$ cat config.mk
export PLATFORM = sky130hd
export DESIGN_NAME = string_counter
export DESIGN_NICKNAME = d
export VERILOG_FILES = /design/src/rtl/string_counter.sv
export SDC_FILE = /design/constraint.sdc
export NUM_CORES = 1
export LEC_CHECK = 0
export ABC_AREA = 1
export BUFFER_PORTS_ARGS = -buffer_cell sky130_fd_sc_hd__buf_4
export CAP_MARGIN = 20
export CORE_ASPECT_RATIO = 0.8
export CORE_UTILIZATION = 28
export CTS_CLUSTER_DIAMETER = 40
export DETAILED_ROUTE_END_ITERATION = 10
export HOLD_SLACK_MARGIN = 0.06
export PLACE_DENSITY = 0.53
export SLEW_MARGIN = 20
export SYNTH_ARGS = -nofsm -noshare
export SYNTH_HDL_FRONTEND = slang
export SYNTH_SLANG_ARGS = --single-unit
export TNS_END_PERCENT = 100
$ cat constraint.sdc
create_clock -name clk -period 2.53 [get_ports clk]
set_input_delay 0 -clock clk [delete_from_list [all_inputs] [get_ports clk]]
set_output_delay 0 -clock clk [all_outputs]
set_load 0.05 [all_outputs]
$ cat src/rtl/string_counter.sv
// string_counter: run-length counter for 128-bit string words.
// It collapses runs of identical consecutive words into 160-bit records
// {word, count}. Each record is presented with a one-cycle write strobe.
// A run whose count would pass 32'hFFFF_FFFF is split into several records.
module string_counter (
    input  logic         clk,
    input  logic         reset,
    input  logic [127:0] InString,
    input  logic         enable,
    output logic [159:0] Out,
    output logic         write
);

    localparam logic [31:0] COUNT_MAX = 32'hFFFF_FFFF;
    localparam logic [31:0] COUNT_ONE = 32'd1;

    // Full-width equality; the all-zero word is an ordinary value.
    function automatic logic words_equal(input logic [127:0] a,
                                         input logic [127:0] b);
        words_equal = (a == b);
    endfunction

    // Record packing: the string goes in the upper bits and the count in the lower bits.
    function automatic logic [159:0] make_record(input logic [127:0] str,
                                                 input logic [31:0]  cnt);
        make_record = {str, cnt};
    endfunction

    logic [127:0] cur_str_r;
    logic [31:0]  count_r;
    logic         valid_r;
    logic [159:0] out_r;
    logic         write_r;

    logic [127:0] cur_str_s;
    logic [31:0]  count_s;
    logic         valid_s;
    logic [159:0] out_s;
    logic         write_s;
    logic         match_s;

    assign match_s = words_equal(InString, cur_str_r);

    // Next-state decision for one sampled word: open, extend, split or close a run.
    always_comb begin
        cur_str_s = cur_str_r;
        count_s   = count_r;
        valid_s   = valid_r;
        out_s     = out_r;
        write_s   = 1'b0;
        if (enable) begin
            if (!valid_r) begin
                // The first word after reset only opens a run.
                cur_str_s = InString;
                count_s   = COUNT_ONE;
                valid_s   = 1'b1;
            end else if (match_s) begin
                if (count_r == COUNT_MAX) begin
                    // The counter is saturated. Emit the full chunk and continue the same string at 1.
                    out_s   = make_record(cur_str_r, COUNT_MAX);
                    write_s = 1'b1;
                    count_s = COUNT_ONE;
                end else begin
                    count_s = count_r + COUNT_ONE;
                end
            end else begin
                // The word changed. Close the current run and open a new one.
                out_s     = make_record(cur_str_r, count_r);
                write_s   = 1'b1;
                cur_str_s = InString;
                count_s   = COUNT_ONE;
            end
        end else begin
            // Disabled cycles neither count nor break the run.
            cur_str_s = cur_str_r;
            count_s   = count_r;
        end
    end

    // State and output registers. The asynchronous reset discards any open run.
    always_ff @(posedge clk or negedge reset) begin
        if (!reset) begin
            cur_str_r <= 128'h0;
            count_r   <= 32'h0;
            valid_r   <= 1'b0;
            out_r     <= 160'h0;
            write_r   <= 1'b0;
        end else begin
            cur_str_r <= cur_str_s;
            count_r   <= count_s;
            valid_r   <= valid_s;
            out_r     <= out_s;
            write_r   <= write_s;
        end
    end

    assign Out   = out_r;
    assign write = write_r;

endmodule

==> results.sh, run 1 <==
export IMPL_outcome="finished, final reports clean"
export IMPL_syn_area_per_cell_um2=7.14
export IMPL_yosys_top_cells_area="dfrtp_1 (46%), nand2_1 (24%), nand3_1 (8.6%), inv_1 (4.8%), nor2_1 (3.7%)"
export IMPL_synth_top_area_cell="dfrtp_1"
export IMPL_grt_pass1_vias=16900
export IMPL_path_class="flip-flop to flip-flop"
export IMPL_crit_path_max_fanout=27
export IMPL_tightest_slew_ns=1.02
export IMPL_ir_drop_uv=501
export IMPL_p_leak_uw=0.0134
export IMPL_mostFrequentLayoutCell="nand2_1"
export IMPL_dpl_hpwl_mm=49.0
export IMPL_layout_common_cells="nand2_1 (1,096), buf_4 (359), dfrtp_1 (321)"
export IMPL_switchingPower_uw=5750
export IMPL_die_height_um=225
export IMPL_drcViolationCount=0
export IMPL_pwr_share_seq_pct=33.1
export IMPL_viasPerCell=4.59
export IMPL_endpoint_kind="flip-flop"
export IMPL_final_fill_count=6264
export IMPL_grt_total_usage_pct=21.3
export IMPL_max_slew_margin_pct=31.7
export IMPL_reg2regPathDepth=13
export IMPL_multi_input_area_mm2=0.00802
export IMPL_reg2reg_slack_ns=0.13
export IMPL_via_count=17400
export IMPL_cp_startpoint="cur_str_r[46]"
export IMPL_min_period_ns=2.40
export IMPL_clk_pin_slew_ns=0.06
export IMPL_cp_endpoint="cur_str_r[55]"
export IMPL_synth_fp_nets=2566
export IMPL_rows=81
export IMPL_p_per_area_mw_per_mm2=730
export IMPL_crit_arrival_ns=2.89
export IMPL_pwr_share_comb_pct=19.8
export IMPL_antenna_found_initial=9
export IMPL_port_buffer_count=291
export IMPL_wire_per_inst_um=17.8
export IMPL_wirelength_mm=67.7
export IMPL_p_int_uw=12300
export IMPL_worst_slack_ns=0.126
export IMPL_hp_start="InString[4]"
export IMPL_seq_area_frac_synth_pct=46.4
export IMPL_clockBufferDepth=3
export IMPL_netlist_instances=2434
export IMPL_startpoint_type="flip-flop"
export IMPL_drive_gt1_share_pct=18.3
export IMPL_drtPass1Iterations=7
export IMPL_cts_root_buf="clkbuf_16"
export IMPL_core_mm2=0.0612
export IMPL_clkPwrFrac_pct=47.1
export IMPL_syn2layout_area_growth_pct=42.3
export IMPL_seq_area_mm2=0.00806
export IMPL_fmax_mhz=416
export IMPL_clock_sinks=322
export IMPL_r2r_start="cur_str_r[46]"
export IMPL_hold_violations=0
export IMPL_num_nets_final=3040
export IMPL_io_pins=292
export IMPL_grt_max_degree=78
export IMPL_placed_area_mm2=0.0209
export IMPL_p_sw_share_pct=31.9
export IMPL_place_worst_setup_slack_ns=-0.0777
export IMPL_clk_latency_ns=0.62
export IMPL_gp_congestion=0.934
export IMPL_worstPathRequired_ns=3.02
export IMPL_htree_levels=2
export IMPL_cts_buffers_inserted=60
export IMPL_dieArea_mm2=0.0631
export IMPL_hp_class="input port to flip-flop"
export IMPL_start_util_pct=28.4
export IMPL_final_cell_area_mm2=0.0247
export IMPL_syn_area_mm2=0.0174
export IMPL_dr_first_iter_drc_count=1291
export IMPL_synthDistinctLibCells=30
export IMPL_drv_cap=0
export IMPL_setup_viol=0
export IMPL_ys_ff_latch=322
export IMPL_die_w_um=281
export IMPL_slew_violations=0
export IMPL_grt_first_pass_wirelength_mm=103
export IMPL_rr_endpoint="cur_str_r[55]"
export IMPL_timing_final_crit_share_pct=95.0
export IMPL_ys_warnings_count=0
export IMPL_fin_skew_ns=0.0268
export IMPL_ant_nets=0
export IMPL_synth_top_area_share_pct=46.4
export IMPL_tritoncts="built"
export IMPL_grt_ovfl_total=0
## critical path, cell delays in order, from the launching register on
cell,delay (ns)
dfrtp_1,0.42
xnor2_1,0.36
nand2_1,0.15
nor2_1,0.13
nand2_1,0.05
nor2_1,0.11
nand2_1,0.10
nor2_4,0.14
buf_4,0.15
nand3_4,0.10
buf_4,0.19
clkbuf_16,0.21
nand3_1,0.09
nand2_1,0.07
## state kept, by name, summed over array words and instances, names as in the netlist
register and flops:
Out 160, cur_str_r 128, count_r 32, valid_r 1, write 1
## synthesized netlist by cell type, drive strengths merged
cell type  instances
o21bai             2
or2                1
a21oi              2
o21ai              9
nand4             37
clkinv             6
nand2           1100
nand3            301
o22ai              5
dfrtp            322
inv              229
nor3              19
o311ai             1
nand3b             1
xnor2             71
xor2              46
clkbuf            28
ha                 1
nor2             174
buf               79
## through the flow
stage / cells / total power [µW] / hold slack (ns) / TNS [ns] / utilization [%]
floorplan: 2434 / 7920 / -0.296 / 0 / -
global placement: 3534 / 9360 / 0.102 / -4.24 / 34.2
detailed placement: 3534 / 9400 / 0.108 / -5.82 / 34.2
CTS: 3780 / 18200 / 0.136 / 0 / 39.9
global route: 3792 / 18800 / 0.186 / -0.0115 / 40.4
finish: 3795 / 18000 / 0.171 / 0 / 40.4
## cell type report
| cell class | count | area share [%] |
|---|---|---|
| multi-input combinational | 1771 | 32.5 |
| inverter | 235 | 3.59 |
| antenna | 5 | 0.0506 |
| timing repair buffer | 518 | 18.4 |
| sequential | 322 | 32.6 |
| clock buffer | 73 | 6.72 |
| clock inverter | 41 | 1.96 |
| tap | 830 | 4.20 |
## worst min path at each step
stage | depth (start not counted) | to | slack, ns
5_1_grt | 4 | cur_str_r[16] | 0.19
6_report | 4 | cur_str_r[4] | 0.17
3_3_place_gp | 1 | Out[107] | 0.10
4_1_cts | 4 | cur_str_r[4] | 0.14
2_1_floorplan | 0 | Out[0] | -0.30
3_5_place_dp | 1 | Out[107] | 0.11
## metal layers
metal / GRT usage [%] / share of wire [%] / vias up
li1: - / - / 8452
met1: 32.0 / 49 / 8341
met2: 31.4 / 42 / 542
met3: 3.78 / 6.5 / 80
met4: 4.88 / 1.7 / 12
met5: 0 / 0.12 / -
## logic make-up (layout without fill, tap and decap cells)
family                     after synthesis  after routing  synth area share (%)
xor gates and xnor gates               117            117                  5.94
AOI/OAI and AO/OA                       19             19                 0.634
and+or+nand+nor                       1633           1634                  38.4
DFF                                    322            322                  46.4
other                                    0              5                     0
adders and majority gates                1              1                0.0720
buffers and inverters                  342            867                  8.56
## power by group through the flow
stage          registers [µW]  logic, µW  clock network [µW]
2_1_floorplan            6810       1120                   0
3_3_place_gp             6020       3330                   0
3_5_place_dp             6040       3370                   0
4_1_cts                  5960       3570                8680
5_1_grt                  6020       3870                8920
6_report                 5970       3580                8490
## timing repair
action,in CTS,in global routing
pin swaps,0,6
endpoints found under the hold margin,456,0
gates cloned,0,3
hold buffers,132,0
endpoints found under the setup margin,272,296
buffers inserted,0,7
gates resized for setup,2,29
Power figures use the tool's default switching activity.
==> run 2: changes to the inputs <==
Settings changed: GPL_ROUTABILITY_DRIVEN set to 0, MAX_ROUTING_LAYER set to met4.
==> results.sh, run 2 (synthesis results as in run 1) <==
export IMPL_tightest_slew_ns=0.985
export IMPL_crit_arrival_ns=2.91
export IMPL_drive_gt1_share_pct=18.0
export IMPL_wire_per_inst_um=17.4
export IMPL_hp_class="input port to asynchronous set/reset pin"
export IMPL_die_w_um=281
export IMPL_final_fill_count=6271
export IMPL_startpoint_type="flip-flop"
export IMPL_grt_total_usage_pct=21.4
export IMPL_dr_first_iter_drc_count=1309
export IMPL_worst_slack_ns=0.127
export IMPL_tritoncts="built"
export IMPL_hold_violations=0
export IMPL_dieArea_mm2=0.0631
export IMPL_grt_first_pass_wirelength_mm=100
export IMPL_mostFrequentLayoutCell="nand2_1"
export IMPL_clock_sinks=322
export IMPL_reg2regPathDepth=14
export IMPL_pwr_share_seq_pct=32.7
export IMPL_rr_endpoint="Out[97]"
export IMPL_fin_util_pct=40.4
export IMPL_grt_ovfl_total=0
export IMPL_pwr_share_comb_pct=19.5
export IMPL_dpl_hpwl_mm=46.6
export IMPL_p_int_uw=12400
export IMPL_clk_pin_slew_ns=0.05
export IMPL_ant_nets=0
export IMPL_port_buffer_count=291
export IMPL_via_count=17300
export IMPL_outcome="finished, final reports clean"
export IMPL_p_total_uw=18200
export IMPL_num_nets_final=3025
export IMPL_core_mm2=0.0612
export IMPL_syn2layout_area_growth_pct=42.3
export IMPL_min_period_ns=2.40
export IMPL_grt_pass1_vias=16800
export IMPL_grt_max_degree=82
export IMPL_p_sw_share_pct=31.8
export IMPL_antenna_found_initial=13
export IMPL_endpoint_kind="flip-flop"
export IMPL_die_height_um=225
export IMPL_timing_final_crit_share_pct=95.0
export IMPL_clk_latency_ns=0.59
export IMPL_clockBufferDepth=3
export IMPL_htree_levels=3
export IMPL_ir_drop_uv=343
export IMPL_setup_viol=0
export IMPL_path_class="flip-flop to flip-flop"
export IMPL_rows=81
export IMPL_crit_path_max_fanout=8
export IMPL_io_pins=292
export IMPL_drcViolationCount=0
export IMPL_wirelength_mm=66.1
export IMPL_max_slew_margin_pct=34.4
export IMPL_drtPass1Iterations=5
export IMPL_reg2reg_slack_ns=0.13
export IMPL_cts_buffers_inserted=66
export IMPL_layout_common_cells="nand2_1 (1,096), buf_4 (341), dfrtp_1 (321)"
export IMPL_multi_input_area_mm2=0.00805
export IMPL_fmax_mhz=416
export IMPL_worstPathRequired_ns=3.04
export IMPL_seq_area_mm2=0.00806
export IMPL_largest_reg_flops=160
export IMPL_start_util_pct=28.4
export IMPL_drv_cap=0
export IMPL_viasPerCell=4.57
export IMPL_cts_root_buf="clkbuf_16"
export IMPL_r2r_start="cur_str_r[36]"
export IMPL_fin_skew_ns=0.0279
export IMPL_clkPwrFrac_pct=47.7
export IMPL_place_worst_setup_slack_ns=-0.0913
export IMPL_switchingPower_uw=5800
export IMPL_p_per_area_mw_per_mm2=738
export IMPL_slew_violations=0
export IMPL_p_leak_uw=0.0134
run 2: changes by cell type in the layout (fill, tap and decap cells not counted), moves of 2 or more:
| cell | change |
|---|---|
| buf_16 | +3 |
| clkinvlp_4 | -3 |
| clkbuf_16 | +9 |
| buf_4 | -18 |
| xnor2_1 | -5 |
| clkinv_4 | +4 |
| nor2_2 | -4 |
| dlygate4sd3_1 | -2 |
| nor2_1 | +3 |
| buf_12 | -4 |
| diode_2 | +9 |
| bufinv_16 | -4 |
| xnor2_2 | +5 |
run 2: routing by layer:
metal,global-route usage (%),share of wire [%],up-vias
met5,-,0,-
met4,5.13,2.0,0
met3,4.63,7.3,84
met2,30.1,42,570
met1,30.9,49,8217
li1,-,-,8450
run 2: how the worst max path moves through the flow:
stage	end	slack [ns]	startpoint	cells past startpoint
2_1_floorplan	Out[100]	0.66	count_r[0]	12
3_3_place_gp	cur_str_r[29]	-0.11	cur_str_r[98]	12
3_5_place_dp	Out[103]	-0.09	cur_str_r[98]	12
4_1_cts	Out[85]	0.0004	cur_str_r[122]	12
5_1_grt	Out[97]	-0.01	cur_str_r[26]	17
6_report	Out[97]	0.13	cur_str_r[36]	14
run 2: worst max-delay path: stages (launching register included):
cell	delay, ns
dfrtp_1	0.39
xnor2_1	0.39
nand2_1	0.17
nor2_1	0.13
nand2_1	0.06
nor2_1	0.09
nand2_1	0.10
nor2_4	0.18
nand3_4	0.16
nand2_8	0.12
buf_16	0.18
buf_4	0.14
buf_4	0.13
nand2_1	0.05
nand2_1	0.05
run 2: through the flow:
step	std cells	area, µm²	hold slack, ns	setup TNS [ns]
floorplan	2434	17400	-0.296	0
global route	3786	24700	0.0912	-0.0310
CTS	3765	24400	0.0680	0
finish	3788	24700	0.0675	0
global placement	3515	20800	-0.0401	-15.73
detailed placement	3515	20800	-0.0409	-14.01
run 2: power groups by stage:
stage | Sequential, µW | Clock [µW] | Combinational, µW
after floorplan | 6810 | 0 | 1120
after global placement | 6030 | 0 | 3290
after detailed placement | 6040 | 0 | 3320
after CTS | 5960 | 8880 | 3520
after global routing | 6020 | 9140 | 3850
final | 5970 | 8700 | 3570
run 2: repair_timing:
item                                    CTS  global route
hold buffers                            131             0
pin swaps                                 1            11
buffers inserted                          0             6
gates resized for setup                   4            32
hold endpoints to repair                452             0
gates cloned                              0             3
endpoints found under the setup margin  288           290
run 2: final cells by class:
type,instances,area share (%)
diodes,14,0.142
clock buffers,81,7.53
clock inverters,38,1.50
inverters,235,3.59
multi-input cells,1770,32.5
flip-flops and latches,322,32.6
well taps,830,4.20
repair buffers,498,17.9
==> run 3: changes to the inputs <==
--- a/config.mk
+++ b/config.mk
@@ -14,5 +14,5 @@
 export DETAILED_ROUTE_END_ITERATION = 10
 export GPL_ROUTABILITY_DRIVEN = 0
-export HOLD_SLACK_MARGIN = 0.06
+export HOLD_SLACK_MARGIN = 0.15
 export MAX_ROUTING_LAYER = met4
 export PLACE_DENSITY = 0.53
==> constraint.sdc (replaced) <==
create_clock -name clk -period 2.53 [get_ports clk]
set_input_delay 0.253 -clock clk [delete_from_list [all_inputs] [get_ports clk]]
set_output_delay 0.253 -clock clk [all_outputs]
set_load 0.05 [all_outputs]
==> results.sh, run 3 (synthesis results as in run 1) <==
export IMPL_io_pins=292
export IMPL_layout_common_cells="nand2_1 (1,097), buf_4 (352), dfrtp_1 (322)"
export IMPL_startpoint_type="flip-flop"
export IMPL_p_total_uw=19100
export IMPL_crit_arrival_ns=2.94
export IMPL_cp_num_buf_inv=3
export IMPL_viasPerCell=4.62
export IMPL_crit_family="simple AND/OR/NAND/NOR gates"
export IMPL_dpl_hpwl_mm=47.8
export IMPL_hold_violations=0
export IMPL_slew_violations=0
export IMPL_dieArea_mm2=0.0631
export IMPL_tightest_slew_ns=0.715
export IMPL_ant_nets=0
export IMPL_via_count=17600
export IMPL_cts_root_buf="clkbuf_16"
export IMPL_rsz0062_at_grt="yes"
export IMPL_grt_ovfl_total=0
export IMPL_use_met1_pct=31.2
export IMPL_syn2layout_area_growth_pct=43.5
export IMPL_grt_pass1_vias=16900
export IMPL_min_period_ns=2.42
export IMPL_port_buffer_count=291
export IMPL_crit_chain="xnor2_2 > buf_4 > nand2_1 > nor2_1 > nand2_1 > nor2_1 > nand2_1 > nor2_2 > buf_4 > nand3_4 > nand2_8 > buf_12 > nand2_1 > nand2_1"
export IMPL_crit_path_max_fanout=28
export IMPL_hp_class="input port to asynchronous set/reset pin"
export IMPL_cp_slowest_cell="dfrtp_1"
export IMPL_dr_first_iter_drc_count=1439
export IMPL_timing_hold_ws_ns=0.260
export IMPL_cts_buffers_inserted=66
export IMPL_largest_reg_flops=160
export IMPL_worstPathRequired_ns=3.05
export IMPL_placed_area_mm2=0.0209
export IMPL_wire_per_inst_um=17.8
export IMPL_fin_skew_ns=0.0260
export IMPL_core_mm2=0.0612
export IMPL_wirelength_mm=67.6
export IMPL_reg2reg_slack_ns=0.11
export IMPL_placed_cells=3529
export IMPL_fin_setup_tns_ns=0
export IMPL_die_w_um=281
export IMPL_rr_endpoint="cur_str_r[4]"
export IMPL_ir_drop_uv=427
export IMPL_p_per_area_mw_per_mm2=765
export IMPL_mostFrequentLayoutCell="nand2_1"
export IMPL_antenna_found_initial=12
export IMPL_p_leak_uw=0.0135
export IMPL_endpoint_kind="flip-flop"
export IMPL_grt_util_met2_pct=30.9
export IMPL_finalNonFillerCells=3803
export IMPL_clock_sinks=322
export IMPL_crit_path_max_incr_delay_ns=0.42
export IMPL_outcome="finished, final reports clean"
export IMPL_grt_first_pass_wirelength_mm=102
export IMPL_max_slew_margin_pct=52.3
export IMPL_drcViolationCount=0
export IMPL_met3_usage_pct=4.72
export IMPL_clk_latency_ns=0.60
export IMPL_path_class="flip-flop to flip-flop"
export IMPL_grt_total_usage_pct=21.8
export IMPL_drtPass1Iterations=5
export IMPL_drive_gt1_share_pct=17.8
export IMPL_setup_viol=0
export IMPL_clockBufferDepth=3
export IMPL_grt_max_degree=87
export IMPL_tritoncts="built"
export IMPL_htree_levels=3
export IMPL_timing_final_crit_share_pct=95.7
export IMPL_cp_startpoint="cur_str_r[121]"
export IMPL_r2r_start="cur_str_r[121]"
export IMPL_num_nets_final=3040
export IMPL_grt_busiest_layer="met1"
export IMPL_die_height_um=225
export IMPL_cp_num_cells=14
export IMPL_reg2regPathDepth=14
export IMPL_clk_pin_slew_ns=0.06
export IMPL_path_common_cell="nand2_1"
export IMPL_drv_cap=0
export IMPL_start_util_pct=28.4
export IMPL_rows=81
export IMPL_fmax_mhz=413
export IMPL_cp_endpoint="cur_str_r[4]"
export IMPL_final_cell_area_mm2=0.0249
## run 3: metrics by stage
step | setup slack [ns] | utilization [%]
after floorplan | 0.661 | -
after global routing | -0.0512 | 40.7
after CTS | 0.0272 | 40.2
after global placement | 0.101 | 34.2
after detailed placement | 0.0905 | 34.2
final | 0.108 | 40.7
## run 3: routing by layer
layer / vias up / part of all wire (%)
li1: 8473 / -
met5: - / 0
met3: 97 / 7.4
met4: 0 / 2.0
met2: 618 / 43
met1: 8394 / 48
## run 3: what timing repair did
action                                 CTS  global route
setup endpoints to repair                0           280
endpoints found under the hold margin  207             0
gates resized for setup                  0            18
buffers inserted                         0             7
hold buffers                           130             0
## run 3: worst min-delay path by stage
| stage | endpoint | start |
|---|---|---|
| after global placement | Out[109] | reset |
| final | Out[109] | reset |
| after floorplan | Out[0] | reset |
| after global routing | Out[111] | reset |
| after CTS | Out[130] | reset |
| after detailed placement | Out[109] | reset |
## run 3: power breakdown
group          total [µW]  internal, µW  switching, µW
clock                9510          6310           3200
combinational        3590          1250           2340
sequential           5970          5590            380
total               19100         13100           5920
## run 3: cell type report
type | count | area (µm²)
inverter | 235 | 887
sequential | 322 | 8060
timing repair buffer | 513 | 4580
clock inverter | 43 | 606
fill | 6193 | 36300
tap | 830 | 1040
clock buffer | 77 | 1810
multi-input combinational | 1770 | 7930
antenna | 13 | 32.5
